### config.mk
export PLATFORM = sky130hd
export DESIGN_NAME = fetch_stage
export DESIGN_NICKNAME = d
export VERILOG_FILES = /design/src/rtl/wisc_defs_pkg.sv /design/src/rtl/pc_reg.sv /design/src/rtl/fetch_stage.sv
export SDC_FILE = /design/constraint.sdc
export NUM_CORES = 1
export LEC_CHECK = 0
export CAP_MARGIN = 5
export CORE_ASPECT_RATIO = 1.2
export CORE_MARGIN = 4
export CORE_UTILIZATION = 28
export CTS_BUF_LIST = sky130_fd_sc_hd__clkbuf_4 sky130_fd_sc_hd__clkbuf_8 sky130_fd_sc_hd__clkbuf_16
export DETAILED_ROUTE_END_ITERATION = 10
export SLEW_MARGIN = 10
export SYNTH_ARGS = -nofsm -noshare
export SYNTH_HDL_FRONTEND = slang
export SYNTH_SLANG_ARGS = --single-unit
### constraint.sdc
create_clock -name clk -period 2.5 [get_ports clk]
set_input_delay 0.5 -clock clk [delete_from_list [all_inputs] [get_ports clk]]
set_output_delay 0.5 -clock clk [all_outputs]
set_load 0.005 [all_outputs]
### src/rtl/wisc_defs_pkg.sv
// Shared WISC definitions: opcodes, NOP encoding and fetch-stage state encoding.
package wisc_defs_pkg;

  localparam logic [3:0]  OP_HLT    = 4'hF;
  localparam logic [15:0] NOP_INSTR = 16'h0000;

  typedef enum logic [1:0] {
    ST_RUN    = 2'd0,
    ST_MISS   = 2'd1,
    ST_HALTED = 2'd2
  } fetch_state_e;

endpackage

### src/rtl/pc_reg.sv
// Program counter register: async active-high reset to RESET_PC, loads d when we is set.
module pc_reg #(
  parameter int          AWIDTH   = 16,
  parameter logic [15:0] RESET_PC = 16'h0000
) (
  input  logic              clk,
  input  logic              rst,
  input  logic              we,
  input  logic [AWIDTH-1:0] d,
  output logic [AWIDTH-1:0] q
);

  // PC storage; holds its value whenever we is low.
  always_ff @(posedge clk or posedge rst) begin
    if (rst)     q <= AWIDTH'(RESET_PC);
    else if (we) q <= d;
  end

endmodule

### src/rtl/fetch_stage.sv
// WISC IF stage: PC, IF/ID register, miss bubbles, freezes, ID redirects and HLT detection.
// Optional macro FETCH_PERF_CNT_EN adds fetch_count and icache_stall_count outputs.
//
// state     | meaning
// ----------+-------------------------------------------------------------
// ST_RUN    | fetching normally, one instruction per unfrozen cycle
// ST_MISS   | I-cache miss outstanding, PC held, IF/ID fed bubbles
// ST_HALTED | HLT fetched, PC frozen, bubbles only; exits on reset alone
module fetch_stage
  import wisc_defs_pkg::*;
#(
  parameter int          DWIDTH   = 16,
  parameter int          AWIDTH   = 16,
  parameter logic [15:0] RESET_PC = 16'h0000
) (
  input  logic              clk,
  input  logic              rst,
  output logic [AWIDTH-1:0] instr_addr,
  input  logic [DWIDTH-1:0] instr_in,
  input  logic              icache_stall,
  input  logic              dcache_stall,
  input  logic              hazard_stall,
  input  logic              branch_taken,
  input  logic [AWIDTH-1:0] branch_target,
  output logic [DWIDTH-1:0] ifid_instr,
  output logic [AWIDTH-1:0] ifid_pc_plus2,
  output logic              ifid_valid,
`ifdef FETCH_PERF_CNT_EN
  output logic [31:0]       fetch_count,
  output logic [31:0]       icache_stall_count,
`endif
  output logic              halted
);

  fetch_state_e      state;
  logic [AWIDTH-1:0] pc;
  logic [AWIDTH-1:0] pc_plus2;
  logic [AWIDTH-1:0] pc_next;
  logic              pc_we;
  logic              freeze;
  logic              is_halted;
  logic              do_redirect;
  logic              do_bubble;
  logic              do_fetch;
  logic              is_hlt;

  assign instr_addr = pc;
  assign pc_plus2   = pc + AWIDTH'(2);
  assign freeze     = dcache_stall | hazard_stall;
  assign is_halted  = (state == ST_HALTED);
  assign is_hlt     = (instr_in[DWIDTH-1 -: 4] == OP_HLT);

  // Resolve the per-cycle action in priority order: freeze, redirect, miss, fetch.
  always_comb begin
    do_redirect = 1'b0;
    do_bubble   = 1'b0;
    do_fetch    = 1'b0;
    pc_we       = 1'b0;
    pc_next     = pc;
    if (!freeze) begin
      if (is_halted) begin
        do_bubble = 1'b1;
      end else if (branch_taken) begin
        do_redirect = 1'b1;
        pc_we       = 1'b1;
        pc_next     = branch_target & ~AWIDTH'(1);
      end else if (icache_stall) begin
        do_bubble = 1'b1;
      end else begin
        do_fetch = 1'b1;
        // HLT stays at its own address so the PC freezes on it.
        if (!is_hlt) begin
          pc_we   = 1'b1;
          pc_next = pc_plus2;
        end
      end
    end
  end

  pc_reg #(
    .AWIDTH  (AWIDTH),
    .RESET_PC(RESET_PC)
  ) u_pc_reg (
    .clk(clk),
    .rst(rst),
    .we (pc_we),
    .d  (pc_next),
    .q  (pc)
  );

  // Fetch FSM together with the IF/ID register and the registered halted flag.
  always_ff @(posedge clk or posedge rst) begin
    if (rst) begin
      state         <= ST_RUN;
      halted        <= 1'b0;
      ifid_instr    <= DWIDTH'(NOP_INSTR);
      ifid_pc_plus2 <= '0;
      ifid_valid    <= 1'b0;
    end else if (do_redirect) begin
      state         <= ST_RUN;
      ifid_instr    <= DWIDTH'(NOP_INSTR);
      ifid_valid    <= 1'b0;
    end else if (do_bubble) begin
      if (!is_halted) state <= ST_MISS;
      ifid_instr    <= DWIDTH'(NOP_INSTR);
      ifid_valid    <= 1'b0;
    end else if (do_fetch) begin
      ifid_instr    <= instr_in;
      ifid_pc_plus2 <= pc_plus2;
      ifid_valid    <= 1'b1;
      if (is_hlt) begin
        state  <= ST_HALTED;
        halted <= 1'b1;
      end else begin
        state  <= ST_RUN;
      end
    end
  end

`ifdef FETCH_PERF_CNT_EN
  logic miss_cycle;
  assign miss_cycle = !freeze && !is_halted && ((state == ST_MISS) || icache_stall);

  // Saturating performance counters; neither moves once halted.
  always_ff @(posedge clk or posedge rst) begin
    if (rst) begin
      fetch_count        <= '0;
      icache_stall_count <= '0;
    end else if (!is_halted) begin
      if (do_fetch && (fetch_count != 32'hFFFF_FFFF))
        fetch_count <= fetch_count + 32'd1;
      if (miss_cycle && (icache_stall_count != 32'hFFFF_FFFF))
        icache_stall_count <= icache_stall_count + 32'd1;
    end
  end
`endif

endmodule

==> impl_metrics.env, run 1 <==
export IMPL_avgSynthCellArea_um2=9.66
export IMPL_yosys_area_top_type_share_pct=51.8
export IMPL_status="finished clean"
export IMPL_min_path_type="reg2reg"
export IMPL_start_util_pct=29.2
export IMPL_ys_ff_latch=50
export IMPL_clk_latency_ps=300
export IMPL_numPortBuffers=84
export IMPL_cpPeakStageDelay_ps=550
export IMPL_power_density_nw_per_um2=643
export IMPL_crit_family="simple AND/OR/NAND/NOR gates"
export IMPL_drive_gt1_share_pct=7.21
export IMPL_vias=2111
export IMPL_required_ps=2720
export IMPL_die_area_um2=10200
export IMPL_worst_pin_slew_ps=621
export IMPL_path_depth=5
export IMPL_grt_pass1_vias=2015
export IMPL_rows=36
export IMPL_grt_pass1_wl_mm=10.1
export IMPL_crit_path_start_kind="register"
export IMPL_grt_use_met3_pct=4.18
export IMPL_ant_nets=0
export IMPL_synth_distinct_cells=44
export IMPL_max_slew_margin_pct=58.2
export IMPL_dp_worst_setup_slack_ps=397
export IMPL_netlist_area_um2=2420
export IMPL_slowest_stage="or4_4"
export IMPL_synth_warning_count=0
export IMPL_die_y_um=110
export IMPL_rsz0062_at_grt="no"
export IMPL_diodes=0
export IMPL_grt_use_met1_pct=15.8
export IMPL_post_cts_buffers=0
export IMPL_gr_usage_all_layers_pct=12.6
export IMPL_setup_ws_ps=466
export IMPL_rr_worst_depth=5
export IMPL_synth_most_common_cell="dfrtp_1"
export IMPL_hold_depth=2
export IMPL_min_period_ps=2030
export IMPL_fin_crit_sh_pct=81.4
export IMPL_wl_per_cell_um=14.1
export IMPL_dp_final_hpwl_mm=4.73
export IMPL_intPower_mw=1.62
export IMPL_top_usage_layer="met2"
export IMPL_final_hold_violation_count=0
export IMPL_skew_ps=8.04
export IMPL_place_area_um2=3390
export IMPL_synth_flop_cell="dfrtp_1"
export IMPL_cts_resized_gates=0
export IMPL_setup_tns_ps=0
export IMPL_htree_levels=2
export IMPL_grt_max_degree=31
export IMPL_cts_root_buf="clkbuf_8"
export IMPL_yosysTopAreaCell="dfrtp_1"
export IMPL_worstSetupPathType="reg2reg"
export IMPL_cts_buffer_depth=2
export IMPL_p_clk_share_pct=24.4
export IMPL_p_leak_nw=1.45
export IMPL_ios=88
export IMPL_p_switching_mw=0.635
export IMPL_synthCells=250
export IMPL_chipWidth_um=92.8
export IMPL_endpoint_kind="register"
export IMPL_crit_fanout=7
export IMPL_synthTopCellsByCount="dfrtp_1, nand2_1, o21ai_0"
export IMPL_drtIter0Drc=47
export IMPL_path_buf_inv=0
export IMPL_holdWs_ps=480
export IMPL_antenna_found_initial=0
export IMPL_async_flop_share_pct=100
export IMPL_comb_power_share_pct=27.5
export IMPL_swShare_pct=28.2
export IMPL_sequentialPowerShare_pct=48.2
export IMPL_path_clk_slew_ps=90
export IMPL_vias_per_cell=4.72
export IMPL_post_route_drc_count=0
export IMPL_nNetsFinal=371
export IMPL_dr_pass1_iters=4
export IMPL_area_growth_pct=45.0
export IMPL_clock_sinks=50
export IMPL_wl_mm=6.28
export IMPL_setup_viol=0
export IMPL_timing_fmax_mhz=492
export IMPL_synth_edf_count=0
export IMPL_synth_area_leaders="dfrtp_1, a22o_1, o21ai_0, nand2_1, xnor2_1"
export IMPL_max_cap_violations=0
export IMPL_yosysSeqAreaShare_pct=51.8
export IMPL_ir_worst_vdd_uv=209
export IMPL_cts_tree="built"
export IMPL_path_cells="ha_1 > nand3_4 > or4_4 > or3_1 > a31oi_1"
export IMPL_maxSlewViolCount=0
export IMPL_post_route_cell_area_um2=3500
export IMPL_arrival_ps=2260
export IMPL_use_met2_pct=20.5
export IMPL_gp_congestion=0.834
export IMPL_numCtsBuffers=5
export IMPL_coreArea_um2=8290
export IMPL_overflow=0
export IMPL_hold_buffers=0
==> cell usage in the layout (no fill, tap or decap), types with 6 or more instances in the layout <==
cell and instances:
clkdlybuf4s50_1 84, dfrtp_1 50, nand2_1 31, o21ai_0 26, a22o_1 16, nor2_1 15
nand3_1 11, buf_4 10, nor3_1 8, clkbuf_8 8, xnor2_1 7, and3_1 6
a21oi_1 6
==> per-layer routing <==
layer	wire (um)	vias to the layer above
li1	-	1063
met1	2710	978
met2	3050	64
met3	442	6
met4	82	0
met5	0	-
==> cell type report <==
| class | count | area [um2] |
|---|---|---|
| clock buffers | 8 | 110 |
| multi-input cells | 177 | 1070 |
| well taps | 114 | 143 |
| fillers | 838 | 4790 |
| inverters | 4 | 15.0 |
| flip-flops and latches | 50 | 1250 |
| repair buffers | 94 | 916 |
==> cell families (layout without fill, tap and decap cells) <==
logic type | Yosys count | count (layout) | synth area share, %
muxes | 1 | 1 | 0.414
AOI/OAI and AO/OA | 69 | 69 | 19.3
other | 1 | 2 | 0.155
buffers and inverters | 24 | 106 | 4.19
and+or+nand+nor | 93 | 93 | 19.7
adders and majority gates | 1 | 1 | 0.518
xor gates and xnor gates | 11 | 11 | 3.99
DFF | 50 | 50 | 51.8
==> worst paths after layout <==
path                                     from                end  slack [ps]
worst min register to register     ifid_valid         ifid_valid         480
worst max register to register  u_pc_reg.q[1]  ifid_pc_plus2[15]         470
worst max-delay path            u_pc_reg.q[1]  ifid_pc_plus2[15]         470
worst min-delay path               ifid_valid         ifid_valid         480
max in group asynchronous                 rst      ifid_instr[0]        1400
min in group asynchronous                 rst   ifid_pc_plus2[1]         510
==> sequential cells by signal (all words and copies together), names as in the netlist <==
| signal | cells |
|---|---|
| state | 2 |
| ifid_instr | 16 |
| ifid_pc_plus2 | 15 |
| halted | 1 |
| ifid_valid | 1 |
| u_pc_reg.q | 15 |
==> per-stage QoR <==
stage	util, %	power, mW	instances
floorplan	-	1.33	251
global placement	40.9	1.72	439
detailed placement	40.9	1.74	439
CTS	42.3	2.30	447
global route	42.3	2.40	447
finish	42.3	2.25	447
==> worst register-to-register path, stage by stage, from the launching register on <==
cell     delay (ps)
dfrtp_1         470
ha_1            320
nand3_4         120
or4_4           550
or3_1           340
a31oi_1         160
==> power groups by stage <==
stage	registers (mW)	logic, mW	clock network (mW)
final	1.08	0.619	0.548
after global routing	1.11	0.684	0.602
after CTS	1.09	0.633	0.582
after detailed placement	1.10	0.632	0
after global placement	1.10	0.622	0
after floorplan	1.07	0.256	0
Power figures use the tool's default switching activity.
==> inputs of run 2 (changes only) <==
- clock period: 2.5 -> 1.7 ns (I/O delays scaled with it)
==> run 2 against run 1 <==
- global-route usage is 0.94 points higher
- core utilization is 3.9 points higher
- sequential power is 41% higher
- clock skew is 2.5 ps lower
- combinational power is 89% higher
- cell count is 8.1% higher
- critical endpoint unchanged
- largest cell class unchanged
- largest power group unchanged
- highest routed layer unchanged
==> impl_metrics.env, run 2 (same netlist as run 1, synthesis figures left out) <==
export IMPL_clock_sinks=50
export IMPL_worstReg2RegEnd="ifid_pc_plus2[15]"
export IMPL_slowest_stage="or4_4"
export IMPL_crit_fanout=3
export IMPL_final_util_pct=46.2
export IMPL_min_period_ps=1670
export IMPL_path_cells="ha_4 > nand3_4 > or4_4 > or3_1 > a31oi_1"
export IMPL_r2r_slack_ps=30
export IMPL_cts_tree="built"
export IMPL_numCtsBuffers=5
export IMPL_crit_path_start_kind="register"
export IMPL_vias=2334
export IMPL_ant_nets=0
export IMPL_power_mw=3.53
export IMPL_skew_ps=5.53
export IMPL_dr_pass1_iters=4
export IMPL_rr_worst_depth=5
export IMPL_die_area_um2=10200
export IMPL_min_path_type="in2async"
export IMPL_gr_usage_all_layers_pct=13.5
export IMPL_p_leak_nw=1.64
export IMPL_path_clk_slew_ps=90
export IMPL_multi_input_area_um2=1080
export IMPL_ff_latch_area_um2=1250
export IMPL_timing_fmax_mhz=598
export IMPL_cpPeakStageDelay_ps=500
export IMPL_regMostFlops="ifid_instr"
export IMPL_final_common_cell="clkdlybuf4s50_1"
export IMPL_rsz0062_at_grt="yes"
export IMPL_wl_per_cell_um=13.9
export IMPL_max_cap_violations=0
export IMPL_worstSetupPathType="reg2reg"
export IMPL_largest_reg_flops=16
export IMPL_fin_crit_sh_pct=98.3
export IMPL_coreArea_um2=8290
export IMPL_grt_pass1_wl_mm=11.1
export IMPL_ir_worst_vdd_uv=424
export IMPL_r2r_start="u_pc_reg.q[2]"
export IMPL_rows=36
export IMPL_placed_cells=472
export IMPL_start_util_pct=29.2
export IMPL_area_growth_pct=58.4
export IMPL_die_y_um=110
export IMPL_nNetsFinal=407
export IMPL_holdWs_ps=392
export IMPL_setup_tns_ps=0
export IMPL_grt_max_degree=51
export IMPL_grt_pass1_vias=2453
export IMPL_gp_congestion=0.791
export IMPL_setup_viol=0
export IMPL_power_density_nw_per_um2=923
export IMPL_drtIter0Drc=58
export IMPL_ios=88
export IMPL_maxSlewViolCount=0
export IMPL_diodes=0
export IMPL_vias_per_cell=4.83
export IMPL_mostFrequentLayoutCells="clkdlybuf4s50_1, dfrtp_1, buf_4, nand2_1, o21ai_0"
export IMPL_clk_latency_ps=300
export IMPL_final_hold_violation_count=0
export IMPL_htree_levels=2
export IMPL_reg_top3="ifid_instr: 16 flops, ifid_pc_plus2: 15 flops, u_pc_reg.q: 15 flops"
export IMPL_cts_root_buf="clkbuf_8"
export IMPL_cts_buffer_depth=2
export IMPL_crit_family="simple AND/OR/NAND/NOR gates"
export IMPL_overflow=0
export IMPL_arrival_ps=1900
export IMPL_path_buf_inv=0
export IMPL_required_ps=1920
export IMPL_wl_mm=6.73
export IMPL_endpoint_kind="register"
export IMPL_drive_gt1_share_pct=17.1
export IMPL_dp_final_hpwl_mm=5.15
export IMPL_antenna_found_initial=0
export IMPL_fill_cells=848
export IMPL_fin_cells=483
export IMPL_status="finished clean"
export IMPL_chipWidth_um=92.8
export IMPL_numPortBuffers=84
export IMPL_post_route_drc_count=0
[run 2: area by class of cell]
cell class | count | area share [%]
flip-flops and latches | 50 | 32.7
repair buffers | 130 | 31.8
multi-input cells | 177 | 28.4
well taps | 114 | 3.73
clock buffers | 6 | 1.99
clock inverters | 2 | 0.981
inverters | 4 | 0.392
[run 2: metrics by stage]
| step | setup WS, ps | cell area (um2) |
|---|---|---|
| 2_1_floorplan | -26.8 | 2430 |
| 3_3_place_gp | -151 | 3670 |
| 3_5_place_dp | -198 | 3670 |
| 4_1_cts | 6.80 | 3800 |
| 5_1_grt | -38.5 | 3830 |
| 6_report | 29.1 | 3830 |
[run 2: routing by layer]
layer | global-route usage (%) | vias up | part of all wire [%]
li1 | - | 1134 | -
met1 | 15.4 | 1121 | 42
met2 | 24.9 | 71 | 50
met3 | 3.29 | 8 | 6.2
met4 | 4.19 | 0 | 1.5
met5 | 0 | - | 0
[run 2: tightest hold or removal path, delay by kind of cell]
| kind | cells | cell delay, ps |
|---|---|---|
| buffers and inverters | 3 | 740 |
[run 2: worst max path at each step]
stage / start / endpoint / cells past startpoint / slack (ps)
2_1_floorplan: u_pc_reg.q[2] / ifid_pc_plus2[15] / 5 / -30
3_3_place_gp: hazard_stall / ifid_instr[10] / 6 / -150
3_5_place_dp: hazard_stall / ifid_instr[8] / 6 / -200
4_1_cts: u_pc_reg.q[2] / ifid_pc_plus2[15] / 5 / 7
5_1_grt: u_pc_reg.q[2] / ifid_pc_plus2[15] / 5 / -40
6_report: u_pc_reg.q[2] / ifid_pc_plus2[15] / 5 / 30
[run 2: where the power goes]
group	switching, mW	leakage [nW]	internal, mW
combinational	0.452	0.959	0.715
clock	0.392	0.0548	0.455
sequential	0.128	0.631	1.39
[run 2: repair_timing]
action	4_1_cts	5_1_grt
hold buffers	0	0
pin swaps	1	0
setup buffers	3	0
setup endpoints to repair	5	10
gates resized for setup	1	9
cloned	0	0
==> inputs of run 3 (changes only) <==
- CORE_MARGIN: 4 -> 3
==> run 3 against run 2 <==
- largest cell class is now non-clock buffers
- non-clock buffer count is 9 higher
- sequential share of layout area is 0.65 points lower
- largest power group unchanged
- worst setup slack worse by 13 ps
- critical path type unchanged
==> impl_metrics.env, run 3 (same netlist as run 1, synthesis figures left out) <==
export IMPL_skew_ps=6.26
export IMPL_slowest_stage="or4_4"
export IMPL_die_area_um2=9780
export IMPL_sequentialPowerShare_pct=42.3
export IMPL_vias_per_cell=4.80
export IMPL_worstSetupPathType="reg2reg"
export IMPL_power_density_nw_per_um2=920
export IMPL_setup_viol=0
export IMPL_post_route_drc_count=0
export IMPL_min_path_type="in2async"
export IMPL_hold_buffers=0
export IMPL_path_buf_inv=0
export IMPL_grt_pass1_vias=2281
export IMPL_p_clk_share_pct=23.6
export IMPL_grt_pass1_wl_mm=11.3
export IMPL_dp_final_hpwl_mm=5.07
export IMPL_fill_cells=800
export IMPL_final_common_cell="clkdlybuf4s50_1"
export IMPL_gp_congestion=0.762
export IMPL_maxSlewViolCount=0
export IMPL_endpoint_kind="register"
export IMPL_r2r_slack_ps=20
export IMPL_vias=2360
export IMPL_numCtsBuffers=5
export IMPL_path_cells="ha_4 > nand3_4 > or4_4 > or3_1 > a31oi_1"
export IMPL_swShare_pct=28.4
export IMPL_rr_worst_depth=5
export IMPL_gr_usage_all_layers_pct=14.1
export IMPL_antenna_found_initial=0
export IMPL_drive_gt1_share_pct=19.3
export IMPL_reg_top3="ifid_instr: 16 flops, ifid_pc_plus2: 15 flops, u_pc_reg.q: 15 flops"
export IMPL_area_growth_pct=61.6
export IMPL_max_cap_violations=0
export IMPL_intPower_mw=2.57
export IMPL_cts_tree="built"
export IMPL_cts_root_buf="clkbuf_8"
export IMPL_multi_input_area_um2=1080
export IMPL_arrival_ps=1920
export IMPL_regMostFlops="ifid_instr"
export IMPL_setup_tns_ps=0
export IMPL_nNetsFinal=416
export IMPL_largest_reg_flops=16
export IMPL_ir_worst_vdd_uv=411
export IMPL_fin_crit_sh_pct=99.0
export IMPL_status="finished clean"
export IMPL_clock_sinks=50
export IMPL_r2r_start="u_pc_reg.q[2]"
export IMPL_timing_fmax_mhz=594
export IMPL_cts_buffer_depth=2
export IMPL_rsz0062_at_grt="yes"
export IMPL_dp_worst_setup_slack_ps=-182
export IMPL_crit_fanout=4
export IMPL_diodes=0
export IMPL_ff_latch_area_um2=1250
export IMPL_final_util_pct=47.4
export IMPL_comb_power_share_pct=34.1
export IMPL_dr_pass1_iters=4
export IMPL_ios=88
export IMPL_overflow=0
export IMPL_start_util_pct=29.3
export IMPL_ant_nets=0
export IMPL_htree_levels=2
export IMPL_holdWs_ps=391
export IMPL_mostFrequentLayoutCells="clkdlybuf4s50_1, buf_4, dfrtp_1, nand2_1, o21ai_0"
export IMPL_wl_per_cell_um=14.0
export IMPL_p_leak_nw=1.73
export IMPL_min_period_ps=1680
export IMPL_path_clk_slew_ps=90
export IMPL_grt_max_degree=51
export IMPL_wl_mm=6.91
export IMPL_drtIter0Drc=100
export IMPL_crit_family="simple AND/OR/NAND/NOR gates"
export IMPL_clk_latency_ps=300
export IMPL_p_switching_mw=1.02
export IMPL_coreArea_um2=8240
export IMPL_chipWidth_um=90.8
export IMPL_rows=36
export IMPL_path_depth=5
export IMPL_numPortBuffers=84
export IMPL_setup_ws_ps=16.5
export IMPL_crit_path_start_kind="register"
export IMPL_required_ps=1930
export IMPL_die_y_um=108
export IMPL_final_hold_violation_count=0
export IMPL_cpPeakStageDelay_ps=510
export IMPL_worstReg2RegEnd="ifid_pc_plus2[15]"
run 3: metrics by stage:
step	cells	total power [mW]	area [um2]
floorplan	251	1.97	2430
global placement	474	2.70	3690
detailed placement	474	2.72	3690
CTS	485	3.60	3820
global route	492	3.81	3900
finish	492	3.59	3900
run 3: worst reg2reg max path: stages, from the launching register on:
cell,delay (ps)
dfrtp_1,410
ha_4,170
nand3_4,80
or4_4,510
or3_1,320
a31oi_1,130
run 3: power groups by stage:
stage               Sequential, mW  Clock, mW  Combinational (mW)
floorplan                     1.59          0               0.386
global placement              1.54          0                1.15
detailed placement            1.56          0                1.16
CTS                           1.52      0.881                1.20
global route                  1.55      0.925                1.34
finish                        1.52      0.849                1.23
run 3: layer usage:
metal	GRT usage, %	vias up	part of all wire [%]
met5	0	-	0
met4	3.34	0	0.91
met3	3.01	6	5.5
met2	23.7	83	49
met1	18.7	1115	45
li1	-	1156	-
run 3: layout make-up:
type,instances,area share (%)
Timing Repair Buffer,139,33.3
Sequential cell,50,32.1
Multi-Input combinational cell,177,27.8
Tap cell,114,3.65
Clock buffer,5,1.76
Clock inverter,3,1.03
Inverter,4,0.385
run 3: worst max-delay path by stage:
stage	from	end	slack [ps]
after CTS	u_pc_reg.q[1]	ifid_pc_plus2[15]	-20
after floorplan	u_pc_reg.q[2]	ifid_pc_plus2[15]	-30
final	u_pc_reg.q[2]	ifid_pc_plus2[15]	20
after detailed placement	instr_in[12]	u_pc_reg.q[1]	-180
after global routing	u_pc_reg.q[2]	ifid_pc_plus2[15]	-80
after global placement	instr_in[12]	u_pc_reg.q[1]	-180
run 3: repair_timing:
item / in CTS / in global routing
pin swaps: 0 / 2
setup endpoints to repair: 7 / 14
cloned: 0 / 0
setup buffers: 3 / 7
endpoints found under the hold margin: 0 / 0
resized for setup: 2 / 12
